<file path="src/rtl/cu_fsm_pkg.sv">
// Shared types and constants for the OTTER multicycle control unit.
//   state_t     : encoded FSM states (also exported on state_o for debug)
//   OP_*        : RV32I major opcodes recognised by the control unit
//   F3_PRIV     : SYSTEM funct3 selecting the privileged group (mret)
//   classify()  : folds opcode/funct3 into the control class used in EXEC
package cu_fsm_pkg;

    typedef enum logic [2:0] {
        ST_INIT      = 3'd0,
        ST_FETCH     = 3'd1,
        ST_EXEC      = 3'd2,
        ST_LOAD_WAIT = 3'd3,
        ST_WRITEBACK = 3'd4,
        ST_INTR      = 3'd5
    } state_t;

    localparam logic [6:0] OP_RTYPE  = 7'b0110011;
    localparam logic [6:0] OP_ITYPE  = 7'b0010011;
    localparam logic [6:0] OP_JALR   = 7'b1100111;
    localparam logic [6:0] OP_LOAD   = 7'b0000011;
    localparam logic [6:0] OP_STORE  = 7'b0100011;
    localparam logic [6:0] OP_BRANCH = 7'b1100011;
    localparam logic [6:0] OP_LUI    = 7'b0110111;
    localparam logic [6:0] OP_AUIPC  = 7'b0010111;
    localparam logic [6:0] OP_JAL    = 7'b1101111;
    localparam logic [6:0] OP_SYS    = 7'b1110011;

    localparam logic [2:0] F3_PRIV   = 3'b000;
    // funct3 100 is unallocated in the SYSTEM space
    localparam logic [2:0] F3_SYS_RSVD = 3'b100;

    typedef enum logic [2:0] {
        CLS_ALU,      // result to RF, PC advances
        CLS_STORE,
        CLS_BRANCH,
        CLS_LOAD,
        CLS_MRET,
        CLS_CSR,
        CLS_ILLEGAL
    } op_class_t;

    function automatic op_class_t classify(input logic [6:0] opcode,
                                           input logic [2:0] funct3);
        op_class_t cls;
        case (opcode)
            OP_RTYPE, OP_ITYPE, OP_JALR,
            OP_LUI, OP_AUIPC, OP_JAL: cls = CLS_ALU;
            OP_STORE:                 cls = CLS_STORE;
            OP_BRANCH:                cls = CLS_BRANCH;
            OP_LOAD:                  cls = CLS_LOAD;
            OP_SYS: begin
                if (funct3 == F3_PRIV)          cls = CLS_MRET;
                else if (funct3 == F3_SYS_RSVD) cls = CLS_ILLEGAL;
                else                            cls = CLS_CSR;
            end
            default:                  cls = CLS_ILLEGAL;
        endcase
        return cls;
    endfunction

endpackage

</file>
<file path="src/rtl/cu_wait_ctr.sv">
// Wait-state counter for the control FSM.
//   clk, rst_n : clock, async active-low reset
//   clr        : synchronous clear (takes priority over en)
//   en         : count enable
//   limit      : number of cycles the owning state should last
//   done       : high in the last cycle of the wait (cnt+1 == limit)
module cu_wait_ctr (
    input  logic       clk,
    input  logic       rst_n,
    input  logic       clr,
    input  logic       en,
    input  logic [3:0] limit,
    output logic       done
);

    logic [3:0] cnt;

    always_ff @(posedge clk or negedge rst_n) begin
        if (!rst_n)   cnt <= 4'd0;
        else if (clr) cnt <= 4'd0;
        else if (en)  cnt <= cnt + 4'd1;
    end

    assign done = ((cnt + 4'd1) == limit);

endmodule

</file>
<file path="src/rtl/cu_fsm_trap.sv">
// Multicycle control FSM for the RV32I OTTER core with memory wait states,
// SYSTEM opcode handling (CSR writes, mret), mie-gated interrupt entry and
// an optional illegal-opcode trap.
//   clk, rst_n          : clock, async active-low reset
//   opcode, funct3      : IR fields decoded in EXEC
//   intr, mie           : interrupt request and global enable, sampled at
//                         instruction end only
//   PC_WE, RF_WE, mem_WE2, memRDEN1, memRDEN2, reset, csr_WE : datapath enables
//   int_taken, mret_exec: trap entry / trap return strobes
//   illegal             : unknown opcode seen in EXEC
//   state_o             : present state encoding (debug)
module cu_fsm_trap
    import cu_fsm_pkg::*;
#(
    parameter int FETCH_LAT    = 1,
    parameter int LOAD_LAT     = 1,
    parameter int ILLEGAL_TRAP = 1
) (
    input  logic       clk,
    input  logic       rst_n,
    input  logic [6:0] opcode,
    input  logic [2:0] funct3,
    input  logic       intr,
    input  logic       mie,
    output logic       PC_WE,
    output logic       RF_WE,
    output logic       mem_WE2,
    output logic       memRDEN1,
    output logic       memRDEN2,
    output logic       reset,
    output logic       csr_WE,
    output logic       int_taken,
    output logic       mret_exec,
    output logic       illegal,
    output logic [2:0] state_o
);

    localparam logic [3:0] FETCH_LIM = 4'(FETCH_LAT);
    // EXEC already supplies one memRDEN2 cycle, so LOAD_WAIT covers the rest
    localparam logic [3:0] LOAD_LIM  = 4'(LOAD_LAT - 1);

    state_t    state, nxt;
    op_class_t cls;
    logic      irq;
    logic      ctr_done;

    assign cls     = classify(opcode, funct3);
    assign irq     = intr & mie;
    assign state_o = state;

    cu_wait_ctr u_ctr (
        .clk   (clk),
        .rst_n (rst_n),
        .clr   (nxt != state),
        .en    ((state == ST_FETCH) || (state == ST_LOAD_WAIT)),
        .limit ((state == ST_FETCH) ? FETCH_LIM : LOAD_LIM),
        .done  (ctr_done)
    );

    always_ff @(posedge clk or negedge rst_n) begin
        if (!rst_n) state <= ST_INIT;
        else        state <= nxt;
    end

    always_comb begin
        nxt = ST_INIT;
        case (state)
            ST_INIT:  nxt = ST_FETCH;
            ST_FETCH: nxt = ctr_done ? ST_EXEC : ST_FETCH;
            ST_EXEC: begin
                case (cls)
                    CLS_LOAD:    nxt = (LOAD_LAT == 1) ? ST_WRITEBACK : ST_LOAD_WAIT;
                    CLS_ILLEGAL: nxt = (ILLEGAL_TRAP != 0) ? ST_INTR : ST_INIT;
                    // mret with a pending enabled irq re-enters the trap at once;
                    // mie here is the pre-restore value from the CSR file
                    default:     nxt = irq ? ST_INTR : ST_FETCH;
                endcase
            end
            ST_LOAD_WAIT: nxt = ctr_done ? ST_WRITEBACK : ST_LOAD_WAIT;
            ST_WRITEBACK: nxt = irq ? ST_INTR : ST_FETCH;
            // always leave INTR through FETCH so entry can never nest
            ST_INTR:      nxt = ST_FETCH;
            default:      nxt = ST_INIT;
        endcase
    end

    always_comb begin
        PC_WE     = 1'b0;
        RF_WE     = 1'b0;
        mem_WE2   = 1'b0;
        memRDEN1  = 1'b0;
        memRDEN2  = 1'b0;
        reset     = 1'b0;
        csr_WE    = 1'b0;
        int_taken = 1'b0;
        mret_exec = 1'b0;
        illegal   = 1'b0;
        case (state)
            ST_INIT:  reset    = 1'b1;
            ST_FETCH: memRDEN1 = 1'b1;
            ST_EXEC: begin
                case (cls)
                    CLS_ALU:    begin PC_WE = 1'b1; RF_WE = 1'b1; end
                    CLS_STORE:  begin PC_WE = 1'b1; mem_WE2 = 1'b1; end
                    CLS_BRANCH: PC_WE = 1'b1;
                    CLS_LOAD:   memRDEN2 = 1'b1;
                    CLS_MRET:   begin PC_WE = 1'b1; mret_exec = 1'b1; end
                    CLS_CSR:    begin PC_WE = 1'b1; RF_WE = 1'b1; csr_WE = 1'b1; end
                    default:    illegal = 1'b1;
                endcase
            end
            ST_LOAD_WAIT: memRDEN2 = 1'b1;
            ST_WRITEBACK: begin PC_WE = 1'b1; RF_WE = 1'b1; end
            ST_INTR:      begin PC_WE = 1'b1; int_taken = 1'b1; end
            default: ;
        endcase
    end

endmodule

</file>
<file path="config.mk">
export PLATFORM = sky130hd
export DESIGN_NAME = cu_fsm_trap
export DESIGN_NICKNAME = d
export VERILOG_FILES = /design/src/rtl/cu_fsm_pkg.sv /design/src/rtl/cu_wait_ctr.sv /design/src/rtl/cu_fsm_trap.sv
export SDC_FILE = /design/constraint.sdc
export NUM_CORES = 1
export LEC_CHECK = 0
export ABC_AREA = 0
export ABC_CLOCK_PERIOD_IN_PS = 1700
export CAP_MARGIN = 20
export CORE_MARGIN = 3
export CORE_UTILIZATION = 30
export CTS_BUF_LIST = sky130_fd_sc_hd__clkbuf_16
export CTS_CLUSTER_DIAMETER = 100
export DETAILED_ROUTE_END_ITERATION = 6
export DONT_BUFFER_PORTS = 1
export GPL_ROUTABILITY_DRIVEN = 0
export HOLD_SLACK_MARGIN = 0.15
export SYNTH_ARGS = -nofsm -noshare
export SYNTH_HDL_FRONTEND = slang
export SYNTH_SLANG_ARGS = --single-unit
</file>
<file path="constraint.sdc">
create_clock -name clk -period 1.7 [get_ports clk]
set_clock_uncertainty 0.15 [all_clocks]
set_input_delay 0.255 -clock clk [delete_from_list [all_inputs] [get_ports clk]]
set_output_delay 0.255 -clock clk [all_outputs]
set_load 0.005 [all_outputs]
</file>
After elaboration in Yosys (flattened, before gate mapping)
Index checks and enable logic that the tools add are counted.
- flip-flop bits (word level): 7
- bits in latches: 0
- bits in writable memories: 0
- ROM bits: 0
- output and inout port bits: 13
- logic and storage cells: 67
- memories kept: 0
- add/subtract/negate cells: 1
- multipliers: 0
- divide/modulo/power cells: 0
- order comparisons: 0
- equal/unequal tests: 24
- shifts and indexed selects: 0
- muxes and demuxes: 28
- bitwise operators: 1
- reduce and logical (&&, ||, !) cells: 11
- operators with widths (kind ; count):
    case mux 3 bit (5 select lines) ; 2
    == test 7 bit (second input constant) ; 4
    == test 7 x 6 -> 1 bit (second input constant) ; 3
    == test 3 bit (second input constant) ; 6
    2-to-1 mux 1 bit ; 15
    == test 7 x 5 -> 1 bit (second input constant) ; 2
    == test 3 x 2 -> 1 bit (second input constant) ; 4
    OR reduction 6 bit ; 2
    logical NOT 3 bit ; 3
    2-to-1 mux 4 bit ; 2
    == test 7 x 2 -> 1 bit (second input constant) ; 1
    == test 3 x 1 -> 1 bit (second input constant) ; 2
    2-to-1 mux 2 bit ; 3
    2-to-1 mux 3 bit ; 2
    case mux 1 bit (2 select lines) ; 3
    case mux 3 bit (2 select lines) ; 1
    OR reduction 2 bit ; 3
    OR reduction 5 bit ; 1
    adder 4 x 1 -> 4 bit (second input constant) ; 1
    == test 4 x 1 -> 1 bit ; 1
    != test 3 bit ; 1
    nonzero test 2 bit ; 1
    bitwise AND 1 bit ; 1
    logical OR 1 bit ; 1

Longest topological paths before layout
- depth in word-level cells: 9
- mapped depth: 6
- depth with buffers taken out: 6

Modules after synthesis
From an unflattened synthesis, not the netlist that was laid out.
- cells, all modules: 82
- area total of the unflattened synthesis: 639.4 um^2
- by module, submodules not included (module ; times used ; cells each ; area an instance (um^2) ; seq. area each (um^2)):
    cu_fsm_trap ; 1 ; 59 ; 401.6 ; 75.1
    cu_wait_ctr ; 1 ; 23 ; 237.7 ; 100.1

Least setup slack after synthesis
Ideal clock, no wire load.
- kind: input -> output
- start point: input opcode[6]
- end point: output PC_WE
- arrival: 1.271 ns
- setup slack: 0.024 ns
- stages on the path: 6
- path through: buf_4 -> nand3_2 -> o32a_1 -> nand2b_4 -> o21a_1 -> a21o_1
- cells in the longest elaborated chain, start to end: 7
- elaborated cells between the ends (all ways): 20
- those cells by class: eq/ne: 14; mux: 3; reduce/logical: 3
- ends and longest elaborated chain (item ; line ; source):
    from (decl) ; cu_fsm_trap.sv:21 ; input logic [6:0] opcode,
    == test 7 x 6 -> 1 bit (tied with other cells) ; cu_fsm_pkg.sv:45 ; case (opcode)
    OR reduction 6 bit ; cu_fsm_pkg.sv:45 ;
    case mux 3 bit (5 select lines) (*) ; cu_fsm_pkg.sv:45 ;
    == test 3 bit (tied with other cells) ; cu_fsm_trap.sv:102 ; case (cls)
    OR reduction 5 bit (no line) (*) ; -- ;
    2-to-1 mux 1 bit (*) ; cu_fsm_trap.sv:102 ;
    case mux 1 bit (2 select lines) (*) ; cu_fsm_trap.sv:98 ; case (state)
    to (decl) ; cu_fsm_trap.sv:25 ; output logic PC_WE,
Every way passes the cells marked *; elsewhere a longest branch is shown, timed or not.

Final worst setup path
- start point: register u_ctr.cnt[0]
- end point: register state[1] (netlist: state_o[1])
- cells in the longest elaborated chain, start to end: 4
- elaborated cells between the ends (all ways): 5
- those cells by class: add/sub: 1; eq/ne: 1; mux: 3
- ends and longest elaborated chain (item ; line ; source):
    from (decl) ; cu_wait_ctr.sv:16 ; logic [3:0] cnt;
    from (signal assigned) ; cu_wait_ctr.sv:21 ; else if (en) cnt <= cnt + 4'd1;
    adder 4 x 1 -> 4 bit (*) ; cu_wait_ctr.sv:24 ; assign done = ((cnt + 4'd1) == limit);
    == test 4 x 1 -> 1 bit (*) ; cu_wait_ctr.sv:24 ;
    2-to-1 mux 3 bit or 2-to-1 mux 2 bit (tied branches) ; cu_fsm_trap.sv:79, cu_fsm_trap.sv:69 ;
    case mux 3 bit (5 select lines) (*) ; cu_fsm_trap.sv:67 ; case (state)
    net nxt[1] ; cu_fsm_trap.sv:42 ; state_t state, nxt;
    to (signal assigned) ; cu_fsm_trap.sv:62 ; else state <= nxt;
    to (decl) ; cu_fsm_trap.sv:42 ;
The timed path passes the listed nets; every way through them passes the cells marked *.
A chain may end at the register's enable or synchronous reset.

==> results by group <==
Synthesis
  – Complex-gate fraction of the synthesized area: 0.234
  – Syn Std Cell Area: just over 600 um2
  – Post-synth EDFFs: 0
  – Synth area leader: dfrtp_1
  – Mapped Cells: 76
  – Post-Synth Simple-Gate Area: 0.358
  – Largest family of logic cells by synthesized area: simple AND/OR/NAND/NOR gates
  – Syn Area/Cell: slightly above 8 um2
  – Top cells by count, synth: 12 x nor2_1, 10 x nor3_1, 7 x dfrtp_1
  – Seq/Total Area, Yosys: 0.285
  – Fraction of registers with async set/reset: 1.00
  – Area share of fa/ha/maj cells after synthesis: 0.0204
  – Count leader, synth: nor2_1
  – Synth Warn #: 0
  – Ys flop type: dfrtp_1
  – Mux cell area share after synthesis: 0
  – Post-synth top area share: 0.285
  – FF+latch count, synth: 7
  – Dominant cells by area after synthesis: dfrtp_1 29%, nor3_1 8.1%, nor2_1 7.3%
  – Post-synthesis xor/xnor area fraction: 0.0570
  – Post-Syn Nets: a little over 90
  – Library cells used by synthesis: 36

Clock network
  – Clock transition at path regs: roughly 30 ps
  – CTS root buffer: clkbuf_16
  – H-tree Lvls: 1
  – Clock latency on the worst-skew pair: 230 ps
  – CTS tree: done
  – Max Root-Sink Buffers: 2
  – Clock net sink count: 7
  – CTS Buf Count: 3

Worst setup path
  – CP Max Fanout: 5
  – Crit Path Class: register to register
  – CP startpoint kind: register
  – Critical path capture point type: register
  – Crit path DAT: 1710 ps
  – Reg2reg start: u_ctr.cnt[0]$_DFFE_PN0P_
  – Worst Setup EP: state_o[1]$_DFF_PN0_
  – Crit path from: u_ctr.cnt[0]$_DFFE_PN0P_
  – R2R Setup Slk: -50 ps
  – Critical Path RT: around 1700 ps
  – RR Endpoint: state_o[1]$_DFF_PN0_
  – Reg2Reg Depth: 6

Routing
  – Final wirelength: around 1.6 mm
  – 1st-pass router iterations: 5
  – DR vias: ~610
  – Residual DRC: 0
  – 1st-iter DRT viols: 18
  – Vias/cell: between 5 and 6
  – Routed WL per cell: between 10 and 15 um
  – Routed Antenna Nets: 0

Power and ir drop
  – Leak: between 0.3 and 0.4 nW
  – Power density over the cells: ~1500 nW/um2
  – Peak supply drop: about 0.0011 V
  – Pwr Total: ~0.0013 W

GRT
  – First-pass GRT wire length: 2.42 mm
  – Total gr overflow: 0
  – Vias in the first global route: 550
  – Tot GR Track Use: 0.123
  – Initial antenna violation count: 0
  – Largest net degree at the start of global routing: 10

STA
  – Final setup vio count: 1
  – Fin Hold WS: slightly above 200 ps
  – Crit share post-route: 1.03
  – Final hold vios: 0
  – Fin. max-slew vios: 0
  – Setup_tns: -45.2 ps
  – Worst rel slew slack: 0.790
  – Worst-Margin Slew: ~310 ps
  – RSZ-0062 raised after global routing: yes
  – Final min period: 1750 ps
  – Final WS setup: -45.2 ps
  – Max frequency: about 570 MHz

Floorplan
  – Die area: around 2600 um2
  – IO Pins: 27
  – Die height: slightly above 50 um
  – Initial core utilization: 0.337
  – CORE AREA: 1820 um2
  – FP Rows: 15
  – Die X: slightly above 50 um

Finish
  – Fillers: 174
  – Area delta synth->final: 43.6%
  – Fin area: around 880 um2
  – Fin cells: roughly 120
  – Ant diodes: 0
  – Nets: 108
  – Share of cells above drive strength 1: 0.337

Placement
  – Cell Area, Placed: 689 um2
  – DP HPWL: 1.11 mm
  – IO Port Bufs: 0
  – Inst Count DP: 106

Outcome
  – Failing checks: setup timing
  – Status: complete, but fails checks

Worst hold path
  – Worst hold path type: primary input to asynchronous set/reset pin

Flow run
  – Max Cap Viol: 0
per-layer routing:
layer | routed length, um | track usage | up-vias
met2 | 720 | 0.172 | 27
met1 | 760 | 0.171 | 275
met5 | 0 | 0 | -
met3 | 128 | 0.0496 | 0
met4 | 0 | 0.0393 | 0
li1 | - | - | 309
worst min-delay path by stage:
stage	depth (start not counted)	from	slack (ps)	end
after CTS	1	rst_n	220	u_ctr.cnt[3]$_DFFE_PN0P_
after detailed placement	0	rst_n	-190	u_ctr.cnt[3]$_DFFE_PN0P_
after global routing	1	rst_n	220	u_ctr.cnt[3]$_DFFE_PN0P_
after global placement	0	rst_n	-190	u_ctr.cnt[3]$_DFFE_PN0P_
final	1	rst_n	210	u_ctr.cnt[1]$_DFFE_PN0P_
after floorplan	0	rst_n	-190	state_o[0]$_DFF_PN0_
cell type report:
class                   instances  area, um2  area share
repair buffers                 15        120       0.136
clock inverters                 1       3.75     0.00426
clock buffers                   3       75.1      0.0851
multi-input cells              63        463       0.525
flip-flops and latches          7        178       0.201
inverters                       3       11.3      0.0128
well taps                      25       31.3      0.0355
cell usage in the layout (no fill, tap or decap), drive strengths merged, types with 2 or more instances in the layout:
cell type,instances
nand2,2
a41oi,2
xnor2,2
o21ai,3
nand2b,3
and2,2
inv,4
xor2,2
buf,12
a21oi,3
clkbuf,3
nand3,3
dlygate4sd3,3
nor2b,2
dfrtp,7
nor3,10
nor2,12
nand4,2
where the power goes:
part	leakage [nW]	internal (W)	switching, W	total, W
registers	0.0883	0.000227	0.0000793	0.000306
logic	0.233	0.000303	0.000329	0.000632
clock network	0.0423	0.000305	0.0000803	0.000385
total	0.364	0.000835	0.000489	0.00132
stage by stage:
stage                util  setup slack (ps)
floorplan               -              23.5
global placement    0.379              93.7
CTS                 0.465             -10.6
global route        0.485              -138
finish              0.485             -45.2
detailed placement  0.379              92.2
registers in the layout (all words and copies together), names as in the netlist:
name	cells
state_o	3
u_ctr.cnt	4
worst max-delay path, stage by stage (launching register included):
cell and delay [ps]:
dfrtp_2 430, ha_1 250, nor3_2 200, a41oi_2 70, nor2_2 210, nor2_1 80
a211oi_1 250
cell families after synthesis:
group | Yosys count
fa+ha+maj | 1
xor+xnor | 4
compound gates | 18
simple gates | 40
flops | 7
buf+inv | 6
what timing repair did:
action                                  CTS  global route
gates resized for setup                   6             6
hold buffers                              3             0
endpoints found under the setup margin    4             7
buffers inserted                          3             1
pin swaps                                 2             2
endpoints found under the hold margin     8             0
No activity file was read; power rests on OpenSTA's default activity.
